### src/rtl/fnormalize_pipe.sv
// fnormalize_pipe
// Pipelined floating-point normaliser. Left-shifts an unnormalised mantissa
// until its MSB is set, but never below the minimum normal exponent of the
// selected format (the denormal floor). The exponent is adjusted to match.
// The pipeline has three stages, is stalled by i_clkEn and has no
// backpressure.
//
// Optional feature macro: FNORM_GUARD_EN. When it is defined, two guard bits
// travel below the mantissa and shift into its LSBs.
//
// Ports:
//   i_clk        clock
//   i_rst        synchronous active-high reset (takes effect regardless of i_clkEn)
//   i_clkEn      pipeline advance enable; 0 freezes every register
//   i_en         input valid, sampled only when i_clkEn=1
//   i_fmt        0 single, 1 double, 2/3 extended
//   i_a_mant     unsigned input mantissa
//   i_a_exp      unified biased exponent
//   i_a_grd      guard bits below the mantissa (FNORM_GUARD_EN only)
//   o_res_valid  result valid, three enabled cycles after the input
//   o_res_mant   normalised mantissa
//   o_res_exp    adjusted exponent
//   o_res_den    result is denormal (MSB clear, not zero)
//   o_res_zero   input mantissa was zero
//   o_res_grd    remaining guard bits (FNORM_GUARD_EN only)
module fnormalize_pipe #(
  parameter int MANT_W = 64,
  parameter int EXP_W  = 16,
  parameter logic [EXP_W-1:0] MIN_SGL = EXP_W'(16'h3F81),
  parameter logic [EXP_W-1:0] MIN_DBL = EXP_W'(16'h3C01),
  parameter logic [EXP_W-1:0] MIN_EXT = EXP_W'(16'h0001)
) (
  input  logic              i_clk,
  input  logic              i_rst,
  input  logic              i_clkEn,
  input  logic              i_en,
  input  logic [1:0]        i_fmt,
  input  logic [MANT_W-1:0] i_a_mant,
  input  logic [EXP_W-1:0]  i_a_exp,
`ifdef FNORM_GUARD_EN
  input  logic [1:0]        i_a_grd,
  output logic [1:0]        o_res_grd,
`endif
  output logic              o_res_valid,
  output logic [MANT_W-1:0] o_res_mant,
  output logic [EXP_W-1:0]  o_res_exp,
  output logic              o_res_den,
  output logic              o_res_zero
);

  localparam int SHW = $clog2(MANT_W);
  localparam int LZW = SHW + 1;
`ifdef FNORM_GUARD_EN
  localparam int GW = 2;
`else
  localparam int GW = 0;
`endif
  localparam int DW = MANT_W + GW;

  // The shifted datapath carries the guard bits (if present) below the mantissa
  logic [DW-1:0] w_inData;
`ifdef FNORM_GUARD_EN
  assign w_inData = {i_a_mant, i_a_grd};
`else
  assign w_inData = i_a_mant;
`endif

  // Leading-zero count over the mantissa only; the ascending loop lets the
  // highest set bit win. An all-zero mantissa yields MANT_W.
  logic [LZW-1:0] w_lzc;
  always_comb begin
    w_lzc = LZW'(MANT_W);
    for (int i = 0; i < MANT_W; i++) begin
      if (i_a_mant[i]) w_lzc = LZW'(MANT_W - 1 - i);
    end
  end

  // Shift headroom above the format's floor, one bit wider so a negative
  // difference (input already below the floor) can be detected and clamped
  logic [EXP_W-1:0] w_minFmt;
  logic [EXP_W:0]   w_limWide;
  logic [EXP_W-1:0] w_lim;
  always_comb begin
    case (i_fmt)
      2'd0:    w_minFmt = MIN_SGL;
      2'd1:    w_minFmt = MIN_DBL;
      default: w_minFmt = MIN_EXT;
    endcase
    w_limWide = {1'b0, i_a_exp} - {1'b0, w_minFmt};
    w_lim     = w_limWide[EXP_W] ? '0 : w_limWide[EXP_W-1:0];
  end

  logic [DW-1:0]    r1_data;
  logic [EXP_W-1:0] r1_exp;
  logic [LZW-1:0]   r1_lzc;
  logic [EXP_W-1:0] r1_lim;
  logic             r1_zero;

  // The shift is limited by the floor. A zero mantissa is never shifted.
  // Saturating at MANT_W-1 keeps the amount inside the shifter range.
  logic [EXP_W-1:0] w_lzcExt;
  logic [EXP_W-1:0] w_shFull;
  logic [SHW-1:0]   w_sh;
  logic [DW-1:0]    w_coarse;
  always_comb begin
    w_lzcExt = EXP_W'(r1_lzc);
    w_shFull = (w_lzcExt < r1_lim) ? w_lzcExt : r1_lim;
    if (r1_zero)
      w_sh = '0;
    else if (w_shFull > EXP_W'(MANT_W - 1))
      w_sh = SHW'(MANT_W - 1);
    else
      w_sh = w_shFull[SHW-1:0];
    w_coarse = r1_data << {w_sh[SHW-1:3], 3'b000};
  end

  logic [DW-1:0]    r2_data;
  logic [EXP_W-1:0] r2_exp;
  logic [SHW-1:0]   r2_sh;
  logic             r2_zero;

  // The fine shift by the low three bits completes the normalisation
  logic [DW-1:0]    w_fine;
  logic [EXP_W-1:0] w_expAdj;
  always_comb begin
    w_fine   = r2_data << r2_sh[2:0];
    w_expAdj = r2_exp - EXP_W'(r2_sh);
  end

  // Datapath registers. The contents of bubbles do not matter, so these
  // registers have no reset and only follow i_clkEn.
  always_ff @(posedge i_clk) begin
    if (i_clkEn) begin
      r1_data <= w_inData;
      r1_exp  <= i_a_exp;
      r1_lzc  <= w_lzc;
      r1_lim  <= w_lim;
      r1_zero <= (w_lzc == LZW'(MANT_W));
      r2_data <= w_coarse;
      r2_exp  <= r1_exp;
      r2_sh   <= w_sh;
      r2_zero <= r1_zero;
    end
  end

  logic             r_v1, r_v2, r_v3;
  logic [DW-1:0]    r_resData;
  logic [EXP_W-1:0] r_resExp;
  logic             r_resDen;
  logic             r_resZero;

  // Valid tracking and output registers. Reset takes priority over i_clkEn
  // and over a new input. A bubble drives all outputs to zero.
  always_ff @(posedge i_clk) begin
    if (i_rst) begin
      r_v1      <= 1'b0;
      r_v2      <= 1'b0;
      r_v3      <= 1'b0;
      r_resData <= '0;
      r_resExp  <= '0;
      r_resDen  <= 1'b0;
      r_resZero <= 1'b0;
    end else if (i_clkEn) begin
      r_v1 <= i_en;
      r_v2 <= r_v1;
      r_v3 <= r_v2;
      if (r_v2) begin
        r_resData <= w_fine;
        r_resExp  <= r2_zero ? '0 : w_expAdj;
        r_resDen  <= ~w_fine[DW-1] & ~r2_zero;
        r_resZero <= r2_zero;
      end else begin
        r_resData <= '0;
        r_resExp  <= '0;
        r_resDen  <= 1'b0;
        r_resZero <= 1'b0;
      end
    end
  end

  assign o_res_valid = r_v3;
  assign o_res_mant  = r_resData[DW-1 -: MANT_W];
  assign o_res_exp   = r_resExp;
  assign o_res_den   = r_resDen;
  assign o_res_zero  = r_resZero;
`ifdef FNORM_GUARD_EN
  assign o_res_grd   = r_resData[1:0];
`endif

endmodule
### config.mk
export PLATFORM = sky130hd
export DESIGN_NAME = fnormalize_pipe
export DESIGN_NICKNAME = d
export VERILOG_FILES = /design/src/rtl/fnormalize_pipe.sv
export SDC_FILE = /design/constraint.sdc
export NUM_CORES = 1
export LEC_CHECK = 0
export ABC_AREA = 0
export CORE_MARGIN = 4
export CORE_UTILIZATION = 55
export CTS_BUF_LIST = sky130_fd_sc_hd__clkbuf_4 sky130_fd_sc_hd__clkbuf_8
export CTS_CLUSTER_SIZE = 12
export DETAILED_ROUTE_END_ITERATION = 10
export DONT_BUFFER_PORTS = 1
export PLACE_DENSITY = 0.73
export SETUP_SLACK_MARGIN = 0.4
export SLEW_MARGIN = 20
export SYNTH_ARGS = -nofsm -noshare
export SYNTH_HDL_FRONTEND = slang
export SYNTH_SLANG_ARGS = --single-unit
export TNS_END_PERCENT = 5
### constraint.sdc
create_clock -name i_clk -period 2.9 [get_ports i_clk]
set_clock_uncertainty 0.1 [all_clocks]
set_input_delay 0.58 -clock i_clk [delete_from_list [all_inputs] [get_ports i_clk]]
set_output_delay 0.58 -clock i_clk [all_outputs]
set_load 0.02 [all_outputs]
* After elaboration in Yosys (flattened, before gate mapping)
Index checks and enable logic that the tools add are counted.
Word-level totals: memories 0, bits in latches 0, register bits 276, bits of input ports 86, output and inout port bits 83, word-level logic and storage cells 102, RAM bits 0, ROM bits 0
Cells by class: bitwise operators 3, magnitude comparators 2, multiply operators 0, divide/modulo/power cells 0, equal/unequal tests 2, shifts and indexed selects 2, mux-type cells 73, add/sub/neg operators 2, reductions and logical operators 1
Operators by type and width (count):
- 7-bit two-way mux | 64
- 64-bit two-way mux | 1
- 64-bit by 3-bit left shift with 64-bit output | 1
- 64-bit by 6-bit left shift with 64-bit output | 1
- 16-bit two-way mux | 3
- 14-bit case mux with 2 select lines | 1
- 16-bit by 16-bit subtractor with 17-bit output | 1
- 16-bit by 6-bit greater-than comparator with 1-bit output (second input constant) | 1
- 7-bit by 16-bit less-than comparator with 1-bit output | 1
- 16-bit by 6-bit subtractor with 16-bit output | 1
- 6-bit two-way mux | 2
- 7-bit == test (second input constant) | 1
- 2-bit by 1-bit == test with 1-bit output (second input constant) | 1
- 2-bit logical NOT | 1
- 1-bit two-way mux | 2
- 1-bit inverter | 2
- 1-bit bitwise AND | 1

* Longest topological paths before layout
Gate-level depths: netlist of run 1.
depth after elaboration 65, gate-level depth with buffers 13, depth with buffers taken out 12

* Least setup slack after synthesis of run 1
OpenSTA, ideal clock, no wires.
path kind reg-to-reg, start reg r2_sh[1], end reg r_resExp[14] (netlist: o_res_exp[14]), stages on the path, launching flop included 12, setup time 0.117 ns, slack 0.020 ns, period minus slack after synthesis 2.880 ns, data arrival time 2.663 ns, required time 2.683 ns, buffers on the path 1, cell sequence edfxtp_1 -> buf_1 -> inv_1 -> fa_1 -> a21o_1 -> a21oi_1 -> o21ai_0 -> a211o_1 -> nand2b_1 -> nor3_1 -> xor2_1 -> a22o_1
Between the ends: longest elaborated chain between the ends 3
Ends and longest elaborated chain:
- from (decl) | line 119 | logic [SHW-1:0] r2_sh;
- from (signal assigned) | line 141 | r2_sh <= w_sh;
- 16-bit by 6-bit subtractor with 16-bit output | line 127 | w_expAdj = r2_exp - EXP_W'(r2_sh);
- 16-bit two-way mux | line 169 | r_resExp <= r2_zero ? '0 : w_expAdj;
- 16-bit two-way mux | line 167 | if (r_v2) begin
- to (signal assigned) | line 169
- to (decl) | line 148 | logic [EXP_W-1:0] r_resExp;
No other way between the ends. A chain may end at the register's enable or synchronous reset.

* Worst setup path in the final report of run 1
start reg r1_lim[15], end reg r2_data[55] (data pin)
Between the ends: longest elaborated chain between the ends 6
Ends and longest elaborated chain:
- from (decl) | line 96 | logic [EXP_W-1:0] r1_lim;
- from (signal assigned) | line 137 | r1_lim <= w_lim;
- 7-bit by 16-bit less-than comparator with 1-bit output | line 107 | w_shFull = (w_lzcExt < r1_lim) ? w_lzcExt : r1_lim;
- 16-bit two-way mux (*) | line 107
- 16-bit by 6-bit greater-than comparator with 1-bit output | line 110 | else if (w_shFull > EXP_W'(MANT_W - 1))
- 6-bit two-way mux (*) | line 110
- 6-bit two-way mux (*) | line 108 | if (r1_zero)
- 64-bit by 6-bit left shift with 64-bit output (*) | line 114 | w_coarse = r1_data << {w_sh[SHW-1:3], 3'b000};
- named net w_coarse[55] | line 104 | logic [DW-1:0] w_coarse;
- to (signal assigned) | line 139 | r2_data <= w_coarse;
- to (decl) | line 117 | logic [DW-1:0] r2_data;
Mark *: on every way through the listed nets, which the timed path passes. The rest lies on a longest branch.

==> results of run 1 <==
## cell usage after synthesis (9+ instances only)
cell and n:
edfxtp_1 191, nand2_1 149, a21oi_1 131, nor2_1 107, dfxtp_1 85, a22oi_1 70, mux4_2 60, inv_1 48
clkbuf_1 45, mux2i_1 44, nor3_1 41, o21ai_0 34, nor4_1 27, a22o_1 23, ha_1 20, mux2_2 20
o221ai_1 13, xor2_1 11, buf_2 10, buf_1 9
## sequential cells by signal (all words and copies together), names as in the netlist
register     flops
o_res_den        1
o_res_exp       16
o_res_mant      64
o_res_valid      1
o_res_zero       1
r1_data         64
r1_exp          16
r1_lim          16
r1_lzc           7
r1_zero          1
r2_data         64
r2_exp          16
r2_sh            6
r2_zero          1
r_v1             1
r_v2             1
## power groups by stage
stage                     Sequential [mW]  Combinational [mW]  Clock [mW]
final                                4.78                1.45        3.62
after floorplan                      4.72               0.889           0
after global placement               4.84                1.19           0
after detailed placement             4.85                1.20           0
after CTS                            4.77                1.40        3.66
after global routing                 4.80                1.56        3.86
## cells in the final DEF, fill, tap and decap left out, types with 17 or more instances in the layout
master / synthesis / layout
dfxtp_1: 85 / 85
mux4_2: 60 / 60
a22oi_1: 70 / 69
nand2_1: 149 / 148
clkbuf_8: 0 / 46
edfxtp_1: 191 / 191
nor4_1: 27 / 24
buf_4: 3 / 61
a22o_1: 23 / 20
o21ai_0: 34 / 22
mux2i_1: 44 / 41
nor3_1: 41 / 38
mux2_2: 20 / 20
inv_1: 48 / 45
nor2_1: 107 / 96
a21oi_1: 131 / 120
ha_1: 20 / 17
dlygate4sd3_1: 0 / 81
## kinds of logic (layout without fill, tap and decap cells)
logic type                 count (synthesis)  after routing  share of synthesized area [%]
and+or+nand+nor                          366            366                          11.65
AOI/OAI and AO/OA                        338            338                          15.44
DFF                                      276            276                          52.15
muxes                                    124            124                          14.14
buffers and inverters                    121            293                          3.545
adders and majority gates                 21             21                          1.895
xor gates and xnor gates                  19             19                          1.167
## worst paths after layout
kind                            slack, ns  cells after the start       start     endpoint
worst min-delay path                 0.03                      0     i_clkEn  r1_data[51]
worst min register to register       0.30                      0   r1_exp[0]    r2_exp[0]
worst max register to register       -0.1                      9  r1_lim[15]  r2_data[55]
worst max-delay path                 -0.1                      9  r1_lim[15]  r2_data[55]
## metrics by stage
| stage | instances | hold slack (ns) | util, % |
|---|---|---|---|
| global route | 1767 | 0.002572 | 68.41 |
| floorplan | 1265 | 0.3003 | - |
| global placement | 1592 | 0.3027 | 59.35 |
| detailed placement | 1592 | 0.3045 | 59.35 |
| finish | 1767 | 0.02549 | 68.41 |
| CTS | 1753 | 0.0001486 | 67.46 |
## layout make-up
cell class / instances / area share [%]
Sequential cell: 276 / 42.93
Multi-Input combinational cell: 868 / 38.74
Timing Repair Buffer: 161 / 9.244
Clock buffer: 54 / 4.001
Tap cell: 330 / 2.383
Clock inverter: 27 / 1.560
Inverter: 51 / 1.148
## metal layers
metal	vias to the layer above	track usage (%)	part of all wire, %
met5	-	0	0
met4	0	8.785	3.0
met3	80	6.142	9.7
met2	576	42.79	46
met1	5382	39.11	42
li1	5123	-	-
## repair_timing
action / 4_1_cts / 5_1_grt
gates resized for setup: 64 / 30
endpoints found under the hold margin: 146 / 10
buffers inserted: 6 / 4
hold buffers: 72 / 10
cloned: 2 / 0
pin swaps: 24 / 31
setup endpoints to repair: 71 / 74
==> flow_summary.json, run 1 <==
{
  "synth-edff-count": 191,
  "path_common_cell": "or4_4",
  "hold_viol": 0,
  "tightest_slew_ns": 0.8119,
  "antenna_cells": 0,
  "synth_cells": 1265,
  "ys_top_cells_by_area": "edfxtp_1, dfxtp_1, mux4_2",
  "clock_latency_ns": 0.57,
  "min_path_type": "input pin to flip-flop",
  "stdcell_area_um2": 17330,
  "p_per_area_nw_per_um2": 568.7,
  "p_leak_nw": 6.219,
  "crit_type": "flip-flop to flip-flop",
  "grt_overflow": 0,
  "swShare_pct": 26.07,
  "cts_tree": "built",
  "die_y_um": 169.0,
  "min_period_ns": 3.000,
  "pwr-share-comb_pct": 14.8,
  "regArea_um2": 7437,
  "syn_to_final_growth_pct": 21.50,
  "place.gp.congestion": 1.014,
  "netlist_area_um2": 14260,
  "crit_family": "simple AND/OR/NAND/NOR gates",
  "drc": 0,
  "rsz0062_at_grt": "true",
  "start_kind": "flip-flop",
  "hpwl_mm": 28.40,
  "ir_drop_mv": 0.4172,
  "total_power_mw": 9.853,
  "grt_max_degree": 198,
  "num_rows": 58,
  "synth_nets": 1372,
  "dieArea_um2": 28570,
  "yosysSeqAreaShare_pct": 52.15,
  "die_x_um": 169.0,
  "power_frac_seq_pct": 48.5,
  "synth.distinct_cells": 64,
  "crit_fanout": 11,
  "path_buf_inv": 2,
  "cts-root-buf": "clkbuf_8",
  "slowest_stage": "or4_4",
  "via_per_inst": 6.316,
  "maxCapViolCount": 0,
  "setup_slack_ns": -0.09969,
  "async_reset_ff_share_pct": 0,
  "ioPinCount": 169,
  "final.setup.tns_ns": -0.7326,
  "crit_path_end_kind": "flip-flop",
  "post_dp_cell_area_um2": 15030,
  "timing.slew.headroom_pct": 45.46,
  "final_nets": 1510,
  "initial_utilization_pct": 56.30,
  "wirelength_mm": 40.45,
  "post-route-period-util_pct": 103.4,
  "htreeDepth": 2,
  "setup_violations": 14,
  "ys_ff_latch": 276,
  "critPathArrivalTime_ns": 3.20,
  "ys.warnings.count": 0,
  "first_iter_violations": 1057,
  "cts_buffers": 45,
  "grt_pass1_vias": 10937,
  "grt_pass1_wl_mm": 61.74,
  "core_um2": 25330,
  "avgRoutedWirePerCell_um": 22.89,
  "drtAntennaViolNets": 0,
  "yosysTopAreaCellShare_pct": 40.22,
  "vias": 11161,
  "final-max-slew-violation-count": 0,
  "clock_path_buffers": 3,
  "p_sw_mw": 2.568,
  "drive_above_1_share_pct": 22.27,
  "ys.flop_type": "edfxtp_1",
  "yosysTopAreaCell": "edfxtp_1",
  "port_buffers": 0,
  "crit_required_ns": 3.10,
  "critPathMaxStageDelay_ns": 0.57,
  "avgSynthCellArea_um2": 11.27,
  "antenna_found_initial": 0,
  "fmax_mhz": 333.4,
  "failed_checks": "negative setup slack",
  "p_int_mw": 7.285,
  "path_clk_slew_ns": 0.06,
  "multiInputGateArea_um2": 6711,
  "pre_cts_slack_ns": -0.1338,
  "cts_sinks": 276,
  "fillers": 1856,
  "status": "finished, violations left",
  "track_usage_pct": 27.58,
  "pwr-share-clk_pct": 36.7,
  "path_cells": "or4_4, or3_4, or4_4, nand3_4, inv_4, buf_6, a21oi_1, a22o_1, mux2i_1",
  "drt_first_pass_iters": 6
}
(Power assumes the default switching activity.)
==> run 2, diff against run 1 <==
--- a/config.mk
+++ b/config.mk
@@ -18,4 +18,4 @@
 export SYNTH_ARGS = -nofsm -noshare
 export SYNTH_HDL_FRONTEND = slang
 export SYNTH_SLANG_ARGS = --single-unit
-export TNS_END_PERCENT = 5
+export TNS_END_PERCENT = 1
==> flow_summary.json, run 2 (synthesis gave the netlist of run 1 again) <==
{
  "path_common_cell": "or4_4",
  "drtAntennaViolNets": 0,
  "setup_slack_ns": -0.09091,
  "path_clk_slew_ns": 0.06,
  "crit_required_ns": 3.07,
  "p_sw_mw": 2.463,
  "antenna_found_initial": 1,
  "min_path_type": "input pin to flip-flop",
  "crit_type": "flip-flop to flip-flop",
  "path_cells": "or4_4, or3_4, or4_4, nand3_4, inv_6, buf_6, a21oi_1, a22o_1, mux2i_1",
  "grt_overflow": 0,
  "clock_path_buffers": 3,
  "p_per_area_nw_per_um2": 577.5,
  "min_from": "i_a_mant[37]",
  "utilization_pct": 66.10,
  "power_frac_seq_pct": 49.5,
  "final_nets": 1462,
  "start_kind": "flip-flop",
  "pwr-share-clk_pct": 36.6,
  "tightest_slew_ns": 0.8170,
  "swShare_pct": 25.48,
  "multiInputGateArea_um2": 6596,
  "critPathMaxStageDelay_ns": 0.56,
  "timing.rr.end": "r2_data[50]",
  "setup_violations": 9,
  "hold_viol": 0,
  "hold_path_depth": 0,
  "initial_utilization_pct": 56.30,
  "status": "finished, violations left",
  "r2r_cells": 9,
  "ioPinCount": 169,
  "layout_common_cells": "edfxtp_1, nand2_1, a21oi_1",
  "grt_pass1_wl_mm": 59.09,
  "cts_sinks": 276,
  "fmax_mhz": 334.3,
  "stdcell_area_um2": 16740,
  "p_int_mw": 7.204,
  "core_um2": 25330,
  "min_period_ns": 2.991,
  "fillers": 1899,
  "avgRoutedWirePerCell_um": 22.70,
  "crit_fanout": 11,
  "grt_max_degree": 198,
  "drc": 0,
  "vias": 10872,
  "final-max-slew-violation-count": 0,
  "dieArea_um2": 28570,
  "drive_above_1_share_pct": 21.28,
  "track_usage_pct": 26.42,
  "rsz0062_at_grt": "true",
  "slowest_stage": "or4_4",
  "ir_drop_mv": 0.4637,
  "first_iter_violations": 997,
  "pwr-share-comb_pct": 13.9,
  "maxCapViolCount": 0,
  "htreeDepth": 2,
  "regArea_um2": 7437,
  "hpwl_mm": 27.76,
  "cts_buffers": 45,
  "grt_pass1_vias": 10477,
  "hold_end": "r1_data[37]",
  "port_buffers": 0,
  "critPathArrivalTime_ns": 3.16,
  "cts-root-buf": "clkbuf_8",
  "crit_path_end_kind": "flip-flop",
  "post_dp_cell_area_um2": 14960,
  "cts_tree": "built",
  "clock_latency_ns": 0.55,
  "reg2reg_slack_ns": -0.09,
  "syn_to_final_growth_pct": 17.39,
  "p_leak_nw": 5.981,
  "failed_checks": "negative setup slack",
  "num_rows": 58,
  "die_y_um": 169.0,
  "reg2reg_from": "r1_lim[15]",
  "timing.slew.headroom_pct": 45.03,
  "final.setup.tns_ns": -0.2631,
  "post-route-period-util_pct": 103.1,
  "wirelength_mm": 39.06,
  "place.gp.congestion": 0.9952,
  "via_per_inst": 6.317,
  "die_x_um": 169.0,
  "antenna_cells": 0,
  "final_common_cell": "edfxtp_1",
  "drt_first_pass_iters": 6
}
==> run 2: cell count changes in the layout (fill, tap and decap cells not counted), moves of 3 or more <==
cell,before,now
buf_4,61,46
buf_6,8,12
clkbuf_4,8,16
clkbuf_8,46,49
clkinv_1,5,10
clkinv_2,12,3
clkinvlp_4,4,1
dlygate4sd3_1,81,45
mux2i_1,41,37
mux2i_2,2,5
nor2_1,96,101
nor2_2,6,3
==> run 2: worst max path at each step <==
stage	from	to	slack (ns)
detailed placement	r1_lzc[4]	r2_data[47]	-0.13
global route	r1_lim[4]	r2_data[50]	-0.16
global placement	r1_lzc[4]	r2_data[47]	-0.12
floorplan	r1_lim[15]	r2_data[45]	0.17
CTS	r1_lim[15]	r2_data[50]	-0.02
finish	r1_lim[15]	r2_data[50]	-0.09
==> run 2: power groups by stage <==
| stage | logic, mW | clock network (mW) | registers, mW |
|---|---|---|---|
| floorplan | 0.879 | 0 | 4.71 |
| global placement | 1.15 | 0 | 4.84 |
| detailed placement | 1.17 | 0 | 4.85 |
| CTS | 1.28 | 3.59 | 4.77 |
| global route | 1.45 | 3.78 | 4.80 |
| finish | 1.35 | 3.53 | 4.79 |
==> run 2: critical path, delay by kind of cell, from the launching register on <==
kind / cells / cell delay (ns)
simple gates: 4 / 1.52
flops: 1 / 0.35
buf+inv: 2 / 0.23
compound gates: 2 / 0.41
mux: 1 / 0.11
==> run 2: cell type report <==
| class | instances | area share, % |
|---|---|---|
| Clock inverter | 18 | 0.9492 |
| Clock buffer | 65 | 4.746 |
| Inverter | 51 | 1.203 |
| Tap cell | 330 | 2.467 |
| Sequential cell | 276 | 44.43 |
| Multi-Input combinational cell | 868 | 39.41 |
| Timing Repair Buffer | 113 | 6.802 |
==> run 2: through the flow <==
stage	setup WS, ns	total power [mW]	hold WS, ns	instances
global route	-0.1626	10.03	0.006416	1721
detailed placement	-0.1330	6.017	0.3072	1590
CTS	-0.01728	9.646	0.001306	1702
finish	-0.09091	9.668	0.02576	1721
floorplan	0.1691	5.594	0.3003	1265
global placement	-0.1196	5.989	0.3025	1590
==> run 2: timing repair <==
item                                    CTS  global route
hold endpoints to repair                101            19
hold buffers                             27            19
buffers inserted                          2             0
pin swaps                                21            14
endpoints found under the setup margin   72            74
resized for setup                        66            22
==> run 2: routing by layer <==
layer  routed length [µm]  track usage [%]  vias to the layer above
met1                16170            36.56                     5170
li1                     -                -                     5041
met2                17720            40.23                      559
met5                   13                0                        -
met4                 1231            9.135                        2
met3                 3927            7.800                      100
